$ cat config.mk
export PLATFORM = sky130hd
export DESIGN_NAME = hs_rr_arbiter
export DESIGN_NICKNAME = d
export VERILOG_FILES = /design/src/rtl/hs_arb_pkg.sv /design/src/rtl/rr_pick.sv /design/src/rtl/hs_rr_arbiter.sv
export SDC_FILE = /design/constraint.sdc
export NUM_CORES = 1
export LEC_CHECK = 0
export CAP_MARGIN = 40
export CORE_ASPECT_RATIO = 1.4
export CORE_MARGIN = 4
export CORE_UTILIZATION = 25
export CTS_BUF_LIST = sky130_fd_sc_hd__clkbuf_8
export DETAILED_ROUTE_END_ITERATION = 10
export PLACE_DENSITY = 0.51
export SETUP_SLACK_MARGIN = 0.15
export SLEW_MARGIN = 10
export SYNTH_ARGS = -nofsm -noshare
export SYNTH_HDL_FRONTEND = slang
export SYNTH_SLANG_ARGS = --single-unit
$ cat constraint.sdc
create_clock -name CLK -period 3.25 [get_ports CLK]
set_input_delay 0.65 -clock CLK [delete_from_list [all_inputs] [get_ports CLK]]
set_output_delay 0.65 -clock CLK [all_outputs]
set_load 0.02 [all_outputs]
$ cat src/rtl/hs_arb_pkg.sv
// hs_arb_pkg: shared defaults and sizing helpers for the handshake arbiter family.
package hs_arb_pkg;
  localparam int HS_DEFAULT_N_REQ = 3;
  localparam int HS_DEFAULT_DATA_W = 4;
  function automatic int clog2_min1(input int n);
    return (n <= 1) ? 1 : $clog2(n);
  endfunction
  typedef logic [clog2_min1(HS_DEFAULT_N_REQ)-1:0] hs_src_t;
endpackage

$ cat src/rtl/rr_pick.sv
// rr_pick: combinational round-robin pick; rotate past last grant, fixed-priority encode, rotate back.
module rr_pick
  import hs_arb_pkg::*;
#(
  parameter int N_REQ = HS_DEFAULT_N_REQ,
  localparam int SRC_W = clog2_min1(N_REQ)
) (
  input  logic [N_REQ-1:0] eligible_i,
  input  logic [SRC_W-1:0] last_grant_i,
  output logic             found_o,
  output logic [SRC_W-1:0] winner_o,
  output logic [N_REQ-1:0] grant_o
);
  logic [SRC_W:0] base;
  logic [SRC_W:0] sum;
  logic [2*N_REQ-1:0] dbl;
  logic [N_REQ-1:0] rot;
  logic [SRC_W-1:0] off;
  always_comb begin
    base = {1'b0, last_grant_i} + (SRC_W+1)'(1);
    dbl = {eligible_i, eligible_i} >> base;
    rot = dbl[N_REQ-1:0];
    found_o = |rot;
    off = '0;
    for (int i = N_REQ - 1; i >= 0; i--) if (rot[i]) off = SRC_W'(i);
    // base + off never exceeds 2*N_REQ-1, so a single subtraction is the modulo
    sum = base + {1'b0, off};
    winner_o = (sum >= (SRC_W+1)'(N_REQ)) ? SRC_W'(sum - (SRC_W+1)'(N_REQ)) : SRC_W'(sum);
    grant_o = found_o ? N_REQ'(1) << winner_o : '0;
  end
endmodule

$ cat src/rtl/hs_rr_arbiter.sv
// hs_rr_arbiter: round-robin mux of N_REQ ready/valid requesters into one registered output stage.
module hs_rr_arbiter
  import hs_arb_pkg::*;
#(
  parameter int N_REQ = HS_DEFAULT_N_REQ,
  parameter int DATA_W = HS_DEFAULT_DATA_W,
  localparam int SRC_W = clog2_min1(N_REQ)
) (
  input  logic                    CLK,
  input  logic                    RESET,
  input  logic [N_REQ-1:0]        req_valid,
  output logic [N_REQ-1:0]        req_ready,
  input  logic [N_REQ*DATA_W-1:0] req_data,
  input  logic [N_REQ-1:0]        req_mask,
  output logic                    out_valid,
  input  logic                    out_ready,
  output logic [DATA_W-1:0]       out_data,
  output logic [SRC_W-1:0]        out_src
);
  logic              valid_q, valid_d;
  logic [DATA_W-1:0] data_q, data_d;
  logic [SRC_W-1:0]  src_q, src_d;
  logic [SRC_W-1:0]  last_q, last_d;
  logic              load, found, take;
  logic [SRC_W-1:0]  winner;
  logic [N_REQ-1:0]  grant;

  rr_pick #(.N_REQ(N_REQ)) u_pick (
    .eligible_i  (req_valid & req_mask),
    .last_grant_i(last_q),
    .found_o     (found),
    .winner_o    (winner),
    .grant_o     (grant)
  );

  always_comb begin
    load = !valid_q || out_ready;
    take = load && found && !RESET;
    req_ready = take ? grant : '0;
    valid_d = load ? found : valid_q;
    data_d = take ? req_data[winner*DATA_W +: DATA_W] : data_q;
    src_d = take ? winner : src_q;
    last_d = take ? winner : last_q;
  end

  always_ff @(posedge CLK) begin
    if (RESET) begin
      valid_q <= 1'b0;
      data_q <= '0;
      src_q <= '0;
      last_q <= SRC_W'(N_REQ - 1);
    end else begin
      valid_q <= valid_d;
      data_q <= data_d;
      src_q <= src_d;
      last_q <= last_d;
    end
  end

  assign out_valid = valid_q;
  assign out_data = data_q;
  assign out_src = src_q;
endmodule

==> out/results.ini, run 1 <==
[status]
run_status = finished with violations
failed_checks = setup timing

[power]
p_total_w = 0.001079
p_per_area_nw_per_um2 = 703.3
ir_worst_vdd_uv = 346.2
power_leakage_nw = 0.6248

[sta]
finClkSkew_ns = 0.004368
setup_viol_count_final = 3
maxSlewHeadroom = 0.8037
finalCriticalPeriod_ns = 3.679
count_of_final_hold_check_violations = 0
period_share = 1.132
max_freq_mhz = 271.8
slew_violations = 0
setup-tns-final_ns = -1.142
tightest_slew_ns = 0.2945
timing.final.ws_setup_ns = -0.4293
rsz0062_at_grt = true

[flow_run]
max_cap_viol_count = 0

[setup_path]
worstPathArrival_ns = 3.03
crit_path_end_kind = output port
critical_path_start_end_classification = in2out
crit_path_top_delay_cell = fa_2
biggest_fanout_along_the_worst_timing_path = 5
crit_path_start_kind = input pin
critPathRequiredTime_ns = 2.60
most_repeated_library_cell_on_the_critical_path = buf_6
path_cells = buf_4 -> nand2_8 -> a31oi_4 -> a21oi_1 -> o21ai_1 -> ha_2 -> inv_2 -> fa_2 -> ha_4 -> buf_6 -> or2_1 -> o22a_2 -> nor3b_4 -> buf_6
critical-path-max-stage-delay_ns = 0.48
worst_path_dominant_cell_family = adder cells
worstPathBufferInverterCount = 4

[floorplanning]
core-area_um2 = 3093
die_height_um = 74.97
chipWidth_um = 55.83
dieArea_um2 = 4185
rows = 24
boundaryPins = 31
floorplan.initialDensity = 0.2589

[global_route]
antenna_found_initial = 0
grt_pass1_vias = 976
grt_max_degree = 10
groute.usage.overall = 0.1317
first_pass_grt_wire_length_um = 4443
globalRoute.totalOverflow = 0

[final_layout]
diodes = 0
layout.filler_cells = 292
layout-area-overhead-vs-synth_pct = 91.56
final_layout_size_suffix_gt1_frac = 0.4873
final_nets = 184
finalCoreUtilization = 0.4960

[clock_network]
root_buffer = clkbuf_8
cts.reportedPaths.clkPinSlew_ns = 0.04
cts_hold_buffers = 0
cts_inserted_buffers = 3
clock_insertion_delay_worst_skew_ns = 0.23
cts_max_path_buffers = 2
cts_tree = built
cts.sink_count = 8
cts-htree-levels = 1

[route]
vias = 951
drt_first_iter_violations = 21
detail_route.vias_per_cell = 4.827
drc_errors = 0
drt_pre_antenna_iters = 4
routed_length_per_instance_um = 13.86
wl_um = 2730
ant_nets = 0

[synthesis]
post_synth_top_area_cell = dfxtp_1
ys_ff_latch = 8
asr_flop_ratio_synth = 0
synth_warnings = 0
synthesis.nets = 121
netlist_instances = 97
synth.area.top_cells = dfxtp_1 (20%), a211oi_2 (6.3%), mux2i_1 (5.0%), a21oi_1 (4.4%), a32oi_1 (4.4%)
list_of_most_frequent_post_synthesis_cells = dfxtp_1 (8), nand2_1 (8), a21oi_1 (7), o21ai_0 (6)
number_of_synthesized_flops_with_an_enable_pin = 0
yosysUniqueCellTypes = 38
synth_area_um2 = 800.8
seq_area_frac_synth = 0.2000
synth.avg_cell_area_um2 = 8.255
ys_dominant_reg_cell = dfxtp_1
area_share_of_the_largest_cell_type_after_synthesis = 0.2000

[min_path]
min_path_type = reg2reg

[placed_design]
portBuffers = 30
hpwl_after_detailed_placement_um = 2059
gp_congestion = 0.8650

placed cells by master, fill, tap and decap left out, types with 4 or more instances in the layout:
cell             instances
buf_6                    5
a211oi_2                 4
dfxtp_1                  7
a21oi_1                  7
a32oi_1                  4
nor2b_2                  4
nand2_1                  4
inv_1                    4
buf_4                   35
nor2b_1                  5
clkdlybuf4s50_1         21
mux2i_1                  4
o21bai_1                 4
metrics by stage:
step | instance area (um2) | hold WS, ns | std cells | worst slack (ns)
finish | 1534 | 0.5484 | 197 | -0.4293
global route | 1534 | 0.5702 | 197 | -0.5288
CTS | 1475 | 0.5528 | 194 | -0.4267
detailed placement | 1358 | 0.5485 | 186 | -1.363
global placement | 1358 | 0.5445 | 186 | -1.307
floorplan | 857.1 | 0.5491 | 97 | -0.1134
final cells by class:
cell class	instances	area, um2	area share
clock buffer	3	41.29	0.02692
tap	39	48.80	0.03181
inverter	5	18.77	0.01223
sequential	8	161.4	0.1052
multi-input combinational	77	689.4	0.4494
timing repair buffer	65	574.3	0.3744
routing by layer:
metal / GRT usage / up-vias / share of wire
met5: 0 / - / 0
met4: 0.02639 / 0 / 0.015
met3: 0.02401 / 4 / 0.035
met2: 0.2750 / 28 / 0.59
met1: 0.1366 / 439 / 0.36
li1: - / 480 / -
cells by family (layout without fill, tap and decap cells):
kind of cell	Yosys count	after routing	synth area share
fa+ha+maj	3	3	0.05625
buf+inv	12	73	0.07967
compound gates	35	35	0.3469
flops	8	8	0.2000
simple gates	35	35	0.2672
mux	4	4	0.05000
worst register-to-register path: stages (launching register included):
cell      delay (ns)
dfxtp_2         0.41
inv_1           0.09
nor3b_1         0.19
o21ai_1         0.11
o22ai_2         0.18
fa_2            0.51
ha_4            0.19
buf_6           0.11
or2_1           0.24
buf_4           0.13
buf_4           0.14
o21ai_0         0.17
a32oi_1         0.16
a211oi_2        0.22
sequential cells by signal, summed over array words and instances (netlist names):
signal	count
last_q	1
out_data	4
out_src	2
out_valid	1
final timing paths:
check / startpoint / endpoint / slack [ns] / depth (start not counted)
max: req_valid[0] / req_ready[0] / -0.43 / 14
min: out_data[3] / out_data[3] / 0.55 / 2
max reg2reg: out_src[0] / out_data[3] / 0.32 / 13
min reg2reg: out_data[3] / out_data[3] / 0.55 / 2
report_power, final:
group          switching [W]  total [W]  leakage [nW]  internal, W
combinational       0.000372   0.000838         0.537     0.000466
sequential         0.0000103   0.000124        0.0664     0.000114
clock              0.0000366   0.000117        0.0216    0.0000800
total               0.000419    0.00108         0.625     0.000660
what timing repair did:
| item | in CTS | in global routing |
|---|---|---|
| gates resized for setup | 58 | 9 |
| pin swaps | 11 | 12 |
| setup endpoints to repair | 10 | 7 |
| buffers inserted | 5 | 3 |
Note: power is estimated with default switching activity, not from simulation.
==> run 2, diff against run 1 <==
SKIP_CTS_REPAIR_TIMING = 1   (was unset)
==> out/results.ini, run 2 (same netlist as run 1, synthesis figures left out) <==
[final_layout]
instances_no_fill = 193
layout.cell_area.non_filler_um2 = 1485
most_frequent_cells_in_the_layout = buf_4 (32), clkdlybuf4s50_1 (21), a21oi_1 (7), dfxtp_1 (7)
layout-area-overhead-vs-synth_pct = 85.47
final_common_cell = buf_4
diodes = 0
max_reg_flops = 4
final_layout_size_suffix_gt1_frac = 0.4545
final_nets = 180

[sta]
finClkSkew_ns = 0.003968
slew_violations = 0
period_share = 1.148
worst_hold_slack_ns = 0.5483
setup-tns-final_ns = -1.358
tightest_slew_ns = 0.2883
rsz0062_at_grt = true
setup_viol_count_final = 3
count_of_final_hold_check_violations = 0
finalCriticalPeriod_ns = 3.732
max_freq_mhz = 268.0
timing.final.ws_setup_ns = -0.4818
maxSlewHeadroom = 0.8078

[clock_network]
cts_max_path_buffers = 2
clock_insertion_delay_worst_skew_ns = 0.23
cts.sink_count = 8
cts_inserted_buffers = 3
cts-htree-levels = 1
cts.reportedPaths.clkPinSlew_ns = 0.04
root_buffer = clkbuf_8
cts_tree = built

[floorplanning]
chipWidth_um = 55.83
boundaryPins = 31
rows = 24
floorplan.initialDensity = 0.2589
core-area_um2 = 3093
die_height_um = 74.97
dieArea_um2 = 4185

[setup_path]
critPathRequiredTime_ns = 2.60
critical_path_start_end_classification = in2out
crit_path_start_kind = input pin
biggest_fanout_along_the_worst_timing_path = 5
crit_path_end_kind = output port
worstPathArrival_ns = 3.08

[route]
wl_um = 2637
drt_pre_antenna_iters = 4
drt_first_iter_violations = 16
routed_length_per_instance_um = 13.66
detail_route.vias_per_cell = 4.938
drc_errors = 0
ant_nets = 0
vias = 953

[global_route]
globalRoute.totalOverflow = 0
first_pass_grt_wire_length_um = 4064
grt_max_degree = 10
groute.usage.overall = 0.1190
antenna_found_initial = 0
grt_pass1_vias = 927

[status]
failed_checks = setup timing
run_status = finished with violations

[placed_design]
gp_congestion = 0.8650
placed_cells_incl_taps = 186
place_area_um2 = 1358
portBuffers = 30
hpwl_after_detailed_placement_um = 2059

[power]
ir_worst_vdd_uv = 374.2
p_total_w = 0.001038
p_per_area_nw_per_um2 = 699.1
power_leakage_nw = 0.6021

[flow_run]
max_cap_viol_count = 0

[min_path]
min_path_type = reg2reg

==> run 2: cell count changes in the layout (fill, tap and decap cells not counted) <==
cell      before  now
buf_4         35   32
buf_2          2    0
clkbuf_2       0    2
o21ai_0        3    5
buf_8          1    0
o21ai_1        3    2
o21ai_2        1    0
o22a_1         0    1
o22a_2         1    0
o22ai_1        0    1
o22ai_2        1    0
==> run 2: cell type report <==
| class | instances | area, um2 |
|---|---|---|
| clock buffer | 3 | 41.29 |
| sequential | 8 | 161.4 |
| timing repair buffer | 61 | 536.8 |
| inverter | 5 | 18.77 |
| fill | 304 | 1608 |
| multi-input combinational | 77 | 678.2 |
| tap | 39 | 48.80 |
==> run 2: critical path, cell delays in order <==
cell and delay, ns:
buf_4 0.12, nand2_8 0.06, a31oi_4 0.13, a21oi_1 0.06, o21ai_1 0.15, ha_2 0.19, inv_2 0.04, fa_2 0.50
ha_4 0.19, or4_4 0.56, buf_6 0.14, and4_4 0.16, buf_6 0.12
==> run 2: final timing paths <==
kind         slack [ns]    startpoint            to  cells after the start
max               -0.48  req_valid[0]  req_ready[2]                     13
min                0.55   out_data[3]   out_data[3]                      2
max reg2reg        0.32    out_src[0]   out_data[3]                     13
min reg2reg        0.55   out_data[3]   out_data[3]                      2
==> run 2: power breakdown <==
part	internal [W]	switching [W]	total, W
clock	0.0000800	0.0000365	0.000116
sequential	0.000114	0.0000104	0.000124
combinational	0.000438	0.000360	0.000798
==> run 2: through the flow <==
step / util / setup slack, ns
after floorplan: - / -0.1134
after global placement: 0.4389 / -1.307
after detailed placement: 0.4389 / -1.363
after CTS: 0.4523 / -1.386
after global routing: 0.4802 / -0.5574
final: 0.4802 / -0.4818
==> run 2: routing by layer <==
layer / global-route usage / vias to the layer above / share of wire
met5: 0 / - / 0
met1: 0.1322 / 445 / 0.36
met2: 0.2329 / 32 / 0.58
met3: 0.02744 / 2 / 0.048
li1: - / 474 / -
met4: 0.02375 / 0 / 0.0061
